<file path="src/rtl/bcd_operand_alu.sv">
// bcd_operand_alu: two DIGITS-wide BCD operand registers (A, B) with digit
// entry, backspace and clear, a memory register (MS/MR/MC), and a
// digit-serial BCD add/subtract engine that writes its result back into A.
// A negative subtraction result is left as a magnitude in A, with the
// negative flag set.
module bcd_operand_alu #(
  parameter int DIGITS = 3
) (
  input  logic                  clock,
  input  logic                  reset,
  input  logic [3:0]            digit,
  input  logic                  load_A,
  input  logic                  load_B,
  input  logic                  bksp_A,
  input  logic                  bksp_B,
  input  logic                  clear_A,
  input  logic                  clear_B,
  input  logic [1:0]            op_code,
  input  logic                  ex_start,
  input  logic                  ms_in,
  input  logic                  mr_in,
  input  logic                  mc_in,
  output logic [4*DIGITS-1:0]   bcd_A,
  output logic [4*DIGITS-1:0]   bcd_B,
  output logic                  busy,
  output logic                  done,
  output logic                  overflow,
  output logic                  negative,
  output logic                  mem_valid
);

  localparam int W  = 4 * DIGITS;
  localparam int IW = (DIGITS > 1) ? $clog2(DIGITS) : 1;

  typedef enum logic [1:0] {IDLE, CALC, COMP, DONE} state_t;

  state_t          state_q;
  logic [IW-1:0]   idx_q;
  logic            c_q;
  logic            sub_q;
  logic [W-1:0]    a_q, b_q, m_q;
  logic            busy_q, done_q, ovf_q, neg_q, mv_q;

  // Digit-serial datapath signals
  logic [3:0]      a_dig, b_dig;
  logic [4:0]      add_t, add_m10, sub_t, sub_m10, cmp_t;
  logic [3:0]      step_dig;
  logic            step_c;
  logic [W-1:0]    a_step;
  logic            last_dig;

  // Idle-time entry / memory next-state
  logic [W-1:0]    a_d, b_d, m_d;
  logic            mv_d;
  logic            a_mod;
  logic            ex_ok;

  assign ex_ok    = ex_start && !op_code[1];
  assign last_dig = (idx_q == IW'(DIGITS - 1));

  // One BCD digit step: add, subtract, or ten's complement (0 - a - borrow)
  always_comb begin
    a_dig    = a_q[4*int'(idx_q) +: 4];
    b_dig    = b_q[4*int'(idx_q) +: 4];
    add_t    = {1'b0, a_dig} + {1'b0, b_dig} + {4'd0, c_q};
    add_m10  = add_t - 5'd10;
    // Biased by +10 so the intermediate never goes negative in 5 bits
    sub_t    = {1'b0, a_dig} + 5'd10 - {1'b0, b_dig} - {4'd0, c_q};
    sub_m10  = sub_t - 5'd10;
    cmp_t    = 5'd10 - {1'b0, a_dig} - {4'd0, c_q};
    step_dig = 4'd0;
    step_c   = 1'b0;
    if (state_q == COMP) begin
      // cmp_t == 10 only when a_dig == 0 and no borrow in
      if (cmp_t == 5'd10) begin
        step_dig = 4'd0;
        step_c   = 1'b0;
      end else begin
        step_dig = cmp_t[3:0];
        step_c   = 1'b1;
      end
    end else if (sub_q) begin
      if (sub_t >= 5'd10) begin
        step_dig = sub_m10[3:0];
        step_c   = 1'b0;
      end else begin
        step_dig = sub_t[3:0];
        step_c   = 1'b1;
      end
    end else begin
      if (add_t > 5'd9) begin
        step_dig = add_m10[3:0];
        step_c   = 1'b1;
      end else begin
        step_dig = add_t[3:0];
        step_c   = 1'b0;
      end
    end
  end

  // A with the current digit replaced by the step result
  always_comb begin
    a_step = a_q;
    a_step[4*int'(idx_q) +: 4] = step_dig;
  end

  // Idle entry actions: memory ops and A edits share one priority chain,
  // B has its own chain; ignored strobes fall through to the next one
  always_comb begin
    a_d   = a_q;
    m_d   = m_q;
    mv_d  = mv_q;
    a_mod = 1'b0;
    if (mc_in) begin
      m_d  = '0;
      mv_d = 1'b0;
    end else if (ms_in) begin
      m_d  = a_q;
      mv_d = 1'b1;
    end else if (mr_in && mv_q) begin
      a_d   = m_q;
      a_mod = 1'b1;
    end else if (clear_A) begin
      a_d   = '0;
      a_mod = 1'b1;
    end else if (bksp_A) begin
      a_d   = a_q >> 4;
      a_mod = 1'b1;
    end else if (load_A && (digit <= 4'd9)) begin
      a_d   = (a_q << 4) | W'(digit);
      a_mod = 1'b1;
    end

    b_d = b_q;
    if (clear_B)
      b_d = '0;
    else if (bksp_B)
      b_d = b_q >> 4;
    else if (load_B && (digit <= 4'd9))
      b_d = (b_q << 4) | W'(digit);
  end

  // Control FSM with registered status outputs
  always_ff @(posedge clock) begin
    if (reset) begin
      state_q <= IDLE;
      idx_q   <= '0;
      c_q     <= 1'b0;
      sub_q   <= 1'b0;
      a_q     <= '0;
      b_q     <= '0;
      m_q     <= '0;
      busy_q  <= 1'b0;
      done_q  <= 1'b0;
      ovf_q   <= 1'b0;
      neg_q   <= 1'b0;
      mv_q    <= 1'b0;
    end else begin
      done_q <= 1'b0;
      case (state_q)
        IDLE: begin
          if (ex_ok) begin
            sub_q   <= op_code[0];
            idx_q   <= '0;
            c_q     <= 1'b0;
            ovf_q   <= 1'b0;
            neg_q   <= 1'b0;
            busy_q  <= 1'b1;
            state_q <= CALC;
          end else begin
            a_q  <= a_d;
            b_q  <= b_d;
            m_q  <= m_d;
            mv_q <= mv_d;
            if (a_mod) begin
              ovf_q <= 1'b0;
              neg_q <= 1'b0;
            end
          end
        end
        CALC: begin
          a_q <= a_step;
          c_q <= step_c;
          if (last_dig) begin
            idx_q <= '0;
            if (!sub_q) begin
              ovf_q   <= step_c;
              state_q <= DONE;
            end else if (step_c) begin
              // Final borrow: A holds 10^DIGITS + a - b, complement it
              neg_q   <= 1'b1;
              c_q     <= 1'b0;
              state_q <= COMP;
            end else begin
              state_q <= DONE;
            end
          end else begin
            idx_q <= idx_q + IW'(1);
          end
        end
        COMP: begin
          a_q <= a_step;
          c_q <= step_c;
          if (last_dig) begin
            idx_q   <= '0;
            state_q <= DONE;
          end else begin
            idx_q <= idx_q + IW'(1);
          end
        end
        DONE: begin
          busy_q  <= 1'b0;
          done_q  <= 1'b1;
          state_q <= IDLE;
        end
        default: state_q <= IDLE;
      endcase
    end
  end

  assign bcd_A     = a_q;
  assign bcd_B     = b_q;
  assign busy      = busy_q;
  assign done      = done_q;
  assign overflow  = ovf_q;
  assign negative  = neg_q;
  assign mem_valid = mv_q;

endmodule

</file>
<file path="config.mk">
export PLATFORM = sky130hd
export DESIGN_NAME = bcd_operand_alu
export DESIGN_NICKNAME = d
export VERILOG_FILES = /design/src/rtl/bcd_operand_alu.sv
export SDC_FILE = /design/constraint.sdc
export NUM_CORES = 1
export LEC_CHECK = 0
export CELL_PAD_IN_SITES_DETAIL_PLACEMENT = 1
export CELL_PAD_IN_SITES_GLOBAL_PLACEMENT = 2
export CORE_MARGIN = 1.5
export CORE_UTILIZATION = 30
export DETAILED_ROUTE_END_ITERATION = 8
export PLACE_DENSITY_LB_ADDON = 0.1
export SLEW_MARGIN = 20
export SYNTH_ARGS = -nofsm -noshare
export SYNTH_HDL_FRONTEND = slang
export SYNTH_SLANG_ARGS = --single-unit
</file>
<file path="constraint.sdc">
create_clock -name clock -period 4.05 [get_ports clock]
set_clock_uncertainty 0.05 [all_clocks]
set_input_delay 0.6075 -clock clock [delete_from_list [all_inputs] [get_ports clock]]
set_output_delay 0.6075 -clock clock [all_outputs]
set_load 0.02 [all_outputs]
</file>
==> flow_metrics.py <==
metrics = {
    "run_status": {
        "status": "finished clean",
    },
    "yosys": {
        "ys.warnings.count": 0,
        "yosysUniqueCellTypes": 63,
        "synth_area_leaders": "dfxtp_1 (27%), a21oi_1 (7.8%), mux2i_1 (7.6%)",
        "yosys.area.top_type": "dfxtp_1",
        "synth_edf_count": 0,
        "synth_seq_cells": 47,
        "synth_area_per_cell_sq_um": 8.00,
        "syn_area_sq_mm": 0.00354,
        "synthCells": 443,
        "synth_top_area_share_pct": 26.6,
        "ys_seq_area_share_pct": 26.6,
        "async_flop_share_pct": 0,
        "synth_common_cells": "a21oi_1 (55), nor2_1 (55), dfxtp_1 (47)",
        "synthesis.nets": 487,
        "synth_ff_type": "dfxtp_1",
    },
    "die": {
        "start_util_pct": 30.9,
        "die-area_sq_mm": 0.0125,
        "ios": 47,
        "coreArea_sq_mm": 0.0115,
        "die_w_um": 112,
        "die_h_um": 112,
        "num_rows": 39,
    },
    "global_routing": {
        "grt_max_degree": 47,
        "grt_pass1_wl_mm": 20.0,
        "grt_util_all_layers_pct": 20.3,
        "antenna_found_initial": 0,
        "grt-ovfl-total": 0,
        "grt_pass1_vias": 3606,
    },
    "final_layout": {
        "nets": 535,
        "areaGrowthSynthToFinish_pct": 24.1,
        "layout-drive-gt1-share_pct": 8.94,
        "diodes": 0,
    },
    "clock_network": {
        "cts_tree": "done",
        "clk_path_buf_depth": 2,
        "clkLatencyLatePin_ns": 0.30,
        "h-tree-depth": 2,
        "cts_buffers": 5,
        "cts_setup_buffers": 0,
        "cts.sinks": 47,
        "ctsHoldBuffers": 0,
        "path_clk_slew_ns": 0.07,
        "clockRootBuffer": "clkbuf_16",
        "ctsResizeCount": 0,
    },
    "routing": {
        "num_vias": 3456,
        "drt-met1-wl_mm": 5.88,
        "top_layer": "met4",
        "ant_nets": 0,
        "drc": 0,
        "via_per_inst": 5.44,
        "wl_per_cell_um": 19.4,
        "route.met3.wl_um": 318,
        "drt-pass1-iter-count": 4,
        "wl_met2_mm": 5.96,
        "wl_mm": 12.3,
        "first_iter_violations": 153,
    },
    "timing": {
        "tightest_slew_ns": 0.606,
        "fin_tns_setup_ns": 0,
        "setup_viol": 0,
        "finalHoldViolCount": 0,
        "hold-worst-slack_ns": 0.414,
        "min_period_ns": 3.81,
        "maxSlewViolCount": 0,
        "min_period_over_period_pct": 94.2,
        "rsz0062_at_grt": "no",
        "slew_headroom_pct": 59.6,
        "max_freq_mhz": 262,
    },
    "critical_path": {
        "r2r_cells": 13,
        "crit_chain": "buf_4 -> mux2i_1 -> o22a_1 -> inv_1 -> fa_1 -> fa_1 -> xnor2_1 -> ha_1 -> a2111oi_0 -> a211oi_1 -> o21ai_1 -> a41oi_1 -> a211oi_1",
        "cp_slowest_cell": "fa_1",
        "reg2reg_to": "bcd_A[10]$_SDFFE_PP0P_",
        "worstSetupPathType": "flip-flop to flip-flop",
        "cp_max_fo": 6,
        "cp.arrival_ns": 3.98,
        "cpPeakStageDelay_ns": 0.45,
        "worstPathRequired_ns": 4.22,
        "timing.rr.start": "idx_q[0]$_SDFFE_PP0P_",
        "startpoint_type": "flip-flop",
        "r2r_slack_ns": 0.24,
        "end_kind": "flip-flop",
    },
    "power_and_ir_drop": {
        "vdd_drop_max_mv": 0.351,
        "combPwrFrac_pct": 65.2,
        "swShare_pct": 48.5,
        "internal_power_w": 0.00168,
        "switchingPower_w": 0.00158,
        "power_density_mw_per_mm2": 741,
        "power_leakage_nw": 1.65,
        "clockPowerShare_pct": 15.4,
        "p_seq_share_pct": 19.4,
    },
    "place": {
        "port_buffers": 46,
        "gp_congestion": 0.826,
        "hpwl_mm": 9.39,
    },
    "min_path": {
        "hp-class": "flip-flop to flip-flop",
        "min_path_cells": 2,
        "hold_end": "overflow$_SDFFE_PP0P_",
        "worstHoldStart": "overflow$_SDFFE_PP0P_",
    },
    "run": {
        "drv_cap": 0,
    },
}
-- critical path: cells and delay by family (launching register included) --
kind / cells / cell delay, ns
compound gates: 6 / 1.39
xor+xnor: 1 / 0.26
fa+ha+maj: 3 / 1.16
buf+inv: 2 / 0.24
flops: 1 / 0.42
mux: 1 / 0.20
-- layout make-up --
class                           instances  area, sq um
Clock buffer                            5          125
Clock inverter                          3         46.3
Fill cell                            1385         7070
Inverter                               23         86.3
Multi-Input combinational cell        345         2390
Sequential cell                        47          942
Tap cell                              143          179
Timing Repair Buffer                   69          628
-- state kept, by name, summed over array words and instances, names as in the netlist --
name,cells
busy,1
m_q,12
state_q,2
mem_valid,1
c_q,1
overflow,1
idx_q,2
sub_q,1
bcd_B,12
negative,1
done,1
bcd_A,12
-- power groups by stage --
stage | Sequential [W] | Combinational (W) | Clock (W)
final | 0.000630 | 0.00212 | 0.000503
after global routing | 0.000643 | 0.00234 | 0.000534
after CTS | 0.000632 | 0.00213 | 0.000517
after detailed placement | 0.000644 | 0.00211 | 0
after global placement | 0.000645 | 0.00208 | 0
after floorplan | 0.000698 | 0.00134 | 0
-- metrics by stage --
stage	setup WS, ns	total power [W]	cell area, sq um	utilization, %	instances
finish	0.235	0.00326	4400	38.3	635
global placement	0.263	0.00272	4220	36.8	627
floorplan	0.0789	0.00204	3540	-	443
global route	0.0676	0.00351	4400	38.3	635
CTS	0.137	0.00328	4400	38.3	635
detailed placement	0.161	0.00275	4220	36.8	627
-- cells in the final DEF (no fill, tap or decap), drive strengths merged, types with 6 or more instances in the layout --
cell and count:
ha 20, o21ai 14, a22oi 6, nor2 55, clkdlybuf4s50 45, nor3b 13, nand3 14, inv 23
mux2i 27, a221oi 6, dfxtp 47, buf 24, fa 6, nor3 17, a21oi 55, nand2 27
-- metal layers --
metal  GRT usage [%]  up-vias
met4            5.57        0
met1            26.7     1684
met5               0        -
met2            34.6       52
li1                -     1707
met3            2.89       13
-- logic make-up (layout without fill, tap and decap cells) --
family	count (synthesis)	after routing	share of synthesized area, %
AO/OA/AOI/OAI	128	128	25.1
flip-flops	47	47	26.6
buffers and inverters	51	100	6.00
adder cells (fa/ha/maj)	26	26	10.5
multiplexers	29	29	8.26
AND/OR/NAND/NOR	158	158	22.7
XOR/XNOR	4	4	0.989
-- worst max path at each step --
stage	startpoint	to	slack [ns]	cells after the start
global route	idx_q[0]$_SDFFE_PP0P_	bcd_A[10]$_SDFFE_PP0P_	0.07	13
finish	idx_q[0]$_SDFFE_PP0P_	bcd_A[10]$_SDFFE_PP0P_	0.24	13
floorplan	idx_q[0]$_SDFFE_PP0P_	bcd_A[5]$_SDFFE_PP0P_	0.08	15
detailed placement	idx_q[0]$_SDFFE_PP0P_	bcd_A[10]$_SDFFE_PP0P_	0.16	13
global placement	idx_q[0]$_SDFFE_PP0P_	bcd_A[10]$_SDFFE_PP0P_	0.26	13
CTS	idx_q[0]$_SDFFE_PP0P_	bcd_A[10]$_SDFFE_PP0P_	0.14	13
No activity file was read; power rests on OpenSTA's default activity.
==> variant 1: new RTL, same settings <==
The parameter `DIGITS` goes from 3 to 6.
--- a/src/rtl/bcd_operand_alu.sv
+++ b/src/rtl/bcd_operand_alu.sv
@@ -4,7 +4,7 @@
 // A negative subtraction result is left as a magnitude in A, with the
 // negative flag set.
 module bcd_operand_alu #(
-  parameter int DIGITS = 3
+  parameter int DIGITS = 6
 ) (
   input  logic                  clock,
   input  logic                  reset,
Ports: changed (resized bcd_A and bcd_B); port bits go from 47 to 71. The function was not compared with the original's and may differ.
==> variant 1 against the unedited design <==
Cell area is 57% higher. Power is 29% higher. Critical path type unchanged. Sequential cell count is 37 higher. Cell count is 55% higher. Global-route usage is 2.3 points higher. Hold slack worse by 10 ps. Worst setup slack worse by 33 ps. Count of clock-buffer cells in the layout is 5 higher. Utilization is 0.32 points higher. Synthesized area is 54% higher. Wire length is 69% higher. Maximum frequency is 0.87% lower. Clock power is 97% higher.
==> variant 1: results (changes against the unedited design) <==
| Metric | Value |
|---|---|
| Maximum VDD drop | `388 uV (was 351 uV)` |
| Final min period | `3850 ps (was 3810 ps)` |
| Drt pass-1 iters | `6 (was 4)` |
| Layout fillers | `2132 (was 1385)` |
| Worst-Margin Slew | `915 ps (was 606 ps)` |
| Arrival time worst endpoint | `4000 ps (was 3980 ps)` |
| Gr usage total | `22.5% (was 20.3%)` |
| Post-Synth XOR/XNOR Area | `0.481% (was 0.989%)` |
| Core Util, Final | `38.7% (was 38.3%)` |
| Run status | `finished clean (unchanged)` |
| Placer Congestion | `0.839 (was 0.826)` |
| Distinct cells, synth | `66 (was 63)` |
| CTS Buf Count | `9 (was 5)` |
| Initial core utilization | `30.5% (was 30.9%)` |
| Critical Path End | `bcd_A[6] (was bcd_A[10])` |
| Worst Setup Slack post-DPL | `-16.1 ps (was 161 ps)` |
| Dpl hpwl | `15.1 mm (was 9.39 mm)` |
| Synth Area in Compound Gates | `22.1% (was 25.1%)` |
| Worst-Skew Late Latency | `350 ps (was 300 ps)` |
| Mapped Nets | `723 (was 487)` |
| CP max stage cell | `mux4_2 (was fa_1)` |
| R2R Setup Slk | `200 ps (was 240 ps)` |
| Synth area leaders | `dfxtp_1, mux2i_1, a21oi_1 (was dfxtp_1, a21oi_1, mux2i_1)` |
| Vias in the first global route | `5460 (was 3606)` |
| Delay of the slowest critical-path stage | `520 ps (was 450 ps)` |
| Post-Synth Adder-Cell Area | `6.78% (was 10.5%)` |
| Drt total wl | `20.9 mm (was 12.3 mm)` |
| Final #Nets | `796 (was 535)` |
| Share of cells above drive strength 1 | `11.1% (was 8.94%)` |
| Sequential fraction of the synthesis area | `30.8% (was 26.6%)` |
==> variant 1: worst min-delay path by stage <==
stage / start / to / slack, ps / cells past startpoint
after floorplan: m_q[0] / m_q[0] / 380 / 2
after detailed placement: m_q[14] / m_q[14] / 400 / 2
after global routing: m_q[15] / m_q[15] / 430 / 2
final: m_q[16] / m_q[16] / 400 / 2
after CTS: m_q[14] / m_q[14] / 410 / 2
after global placement: m_q[7] / m_q[7] / 390 / 2
==> variant 1: final cells by class <==
cell class | count | area share [%]
Sequential cell | 84 | 24.3
Inverter | 30 | 1.63
Tap cell | 229 | 4.14
Multi-Input combinational cell | 521 | 51.0
Clock inverter | 6 | 1.61
Clock buffer | 10 | 3.31
Timing Repair Buffer | 106 | 14.0
==> variant 1: logic make-up (layout without fill, tap and decap cells) <==
logic type,after synthesis,count (layout)
simple gates,237,237
buf+inv,74,152
compound gates,191,191
xor+xnor,3,3
fa+ha+maj,26,26
mux,64,64
flops,84,84
==> variant 1: timing repair <==
item                                    CTS  global route
endpoints found under the setup margin    5            20
pin swaps                                 0             1
gates resized for setup                   2             5
gates cloned                              0             0
hold buffers                              0             0
==> variant 1: stage by stage <==
step	TNS, ps	hold WS, ps	cells
CTS	0	407	986
global route	-12.1	430	986
global placement	0	390	970
floorplan	0	382	679
finish	0	404	986
detailed placement	-16.1	398	970
==> variant 1: power by group <==
part | total, mW | internal, mW | switching, mW | leakage (nW)
logic | 2.16 | 0.792 | 1.37 | 1.69
clock network | 0.992 | 0.605 | 0.387 | 0.163
registers | 1.06 | 0.923 | 0.135 | 0.680
total | 4.21 | 2.32 | 1.89 | 2.54
==> variant 1: worst max-delay path, delay by kind of cell, from the launching register on <==
family | cells | cell delay (ps)
AO/OA/AOI/OAI | 5 | 1010
adder cells (fa/ha/maj) | 3 | 880
buffers and inverters | 6 | 710
flip-flops | 1 | 420
multiplexers | 2 | 640
==> variant 1: metal layers <==
layer  GRT usage [%]  vias up  share of wire (%)
met1            32.3     2737                 50
met2            35.1       97                 45
met4            7.06        0                1.7
li1                -     2616                  -
met5               0        -                  0
met3            2.89       22                3.2
==> variant 2: new RTL, same flow settings <==
Without the edit above. Reset style: asynchronous (`reset`), changed in one clocked block.
--- a/src/rtl/bcd_operand_alu.sv
+++ b/src/rtl/bcd_operand_alu.sv
@@ -141,7 +141,7 @@
   end
 
   // Control FSM with registered status outputs
-  always_ff @(posedge clock) begin
+  always_ff @(posedge clock or posedge reset) begin
     if (reset) begin
       state_q <= IDLE;
       idx_q   <= '0;
Function: differs if reset is asserted again (counterexample within 4 cycles, from zero or initial values and one cycle with reset high); with reset held inactive, the same outputs for 4 cycles.
==> variant 2 against the unedited design <==
Cell area up 2.4%. Critical endpoint is now bcd_A[1]. Synthesized area up 2.2%. Wire length down 10%. Sequential share of layout area up 4.8 points. Sequential cell count unchanged. Synthesized cell count down 11%. Worst setup slack worse by 19 ps. Largest cell class unchanged. Via count down 11%. Power up 0.70%. Die area up 2.1%.
==> variant 2: results (changes against the unedited design) <==
| Metric | Value |
|---|---|
| Run status | `finished clean (unchanged)` |
| Vias | `3069 (was 3456)` |
| First-pass GRT wire length | `18.4 mm (was 20.0 mm)` |
| Post-synth top flop | `dfrtp_1 (was dfxtp_1)` |
| P_seq | `710 uW (was 630 uW)` |
| Worst Setup Slack post-DPL | `6.50 ps (was 161 ps)` |
| Power Clock | `461 uW (was 503 uW)` |
| Worst Path Max Fanout | `12 (was 6)` |
| Asr flop ratio synth | `100% (was 0%)` |
| R2r worst-path depth | `14 (was 13)` |
| Maximum VDD drop | `370 uV (was 351 uV)` |
| Dpl hpwl | `8.45 mm (was 9.39 mm)` |
| Vias in the first global route | `3326 (was 3606)` |
| RR Endpoint | `bcd_A[1] (was bcd_A[10])` |
| Delay of the slowest critical-path stage | `490 ps (was 450 ps)` |
| Mapped Nets | `439 (was 487)` |
| Final #Nets | `493 (was 535)` |
| Mean Syn Cell Area | `9.17 um^2 (was 8.00 um^2)` |
| Sequential fraction of the synthesis area | `32.5% (was 26.6%)` |
| Vias per cell | `5.18 (was 5.44)` |
| Placer Congestion | `0.772 (was 0.826)` |
| Worst-Margin Slew | `876 ps (was 606 ps)` |
| Placed Area | `4320 um^2 (was 4220 um^2)` |
| CP max stage cell | `dfrtp_2 (was fa_1)` |
| Fraction of power consumed by sequential logic | `21.7% (was 19.4%)` |
| Placed cells | `584 (was 627)` |
| Crit path from | `idx_q[0] (unchanged)` |
| Pleak | `1.95 nW (was 1.65 nW)` |
| Share of cells above drive strength 1 | `13.3% (was 8.94%)` |
| Hold wc startpoint | `m_q[10] (was overflow)` |
| Final min period | `3830 ps (was 3810 ps)` |
| Top cells by count, synth | `dfrtp_1, nand2_1, nor2_1 (was a21oi_1, nor2_1, dfxtp_1)` |
| Gr usage total | `18.4% (was 20.3%)` |
| R2R Setup Slk | `220 ps (was 240 ps)` |
| Int Pwr | `1.70 mW (was 1.68 mW)` |
| Drt total wl | `11.1 mm (was 12.3 mm)` |
| Initial core utilization | `31.2% (was 30.9%)` |
| Synth area leaders | `dfrtp_1, mux2i_1, ha_1 (was dfxtp_1, a21oi_1, mux2i_1)` |
## variant 2: logic make-up after synthesis
group	Yosys count	synth area share (%)
AND/OR/NAND/NOR	125	17.9
adder cells (fa/ha/maj)	26	10.2
multiplexers	45	13.4
AO/OA/AOI/OAI	98	19.0
flip-flops	47	32.5
buffers and inverters	48	5.46
XOR/XNOR	6	1.45
## variant 2: timing repair
item                                    4_1_cts  5_1_grt
buffers inserted                              0        1
pin swaps                                     0        1
endpoints found under the setup margin        1        6
hold endpoints to repair                      0        0
gates resized for setup                       1        3
hold buffers                                  0        0
## variant 2: worst max-delay path: cells and delay by family, from the launching register on
| kind | cells | cell delay (ps) |
|---|---|---|
| compound gates | 3 | 640 |
| simple gates | 5 | 870 |
| fa+ha+maj | 4 | 1410 |
| buf+inv | 1 | 50 |
| xor+xnor | 1 | 180 |
| flops | 1 | 490 |
## variant 2: final cells by class
cell class	count	area [um^2]
clock inverters	1	7.51
clock buffers	7	153
inverters	29	113
repair buffers	66	611
well taps	143	179
fillers	1362	7110
multi-input cells	300	2260
flip-flops and latches	47	1180
## variant 2: worst min path at each step
| stage | endpoint | slack (ps) | cells past startpoint |
|---|---|---|---|
| after floorplan | m_q[10] | 400 | 2 |
| after global placement | m_q[10] | 420 | 2 |
| after detailed placement | busy | 430 | 2 |
| after CTS | m_q[10] | 450 | 2 |
| after global routing | m_q[1] | 470 | 2 |
| final | m_q[10] | 440 | 2 |
## variant 2: per-layer routing
layer	share of wire [%]	vias to the layer above	global-route usage (%)
met3	2.3	7	2.36
met5	0	-	0
met2	48	34	31.9
li1	-	1510	-
met4	0.75	0	3.50
met1	49	1518	25.0
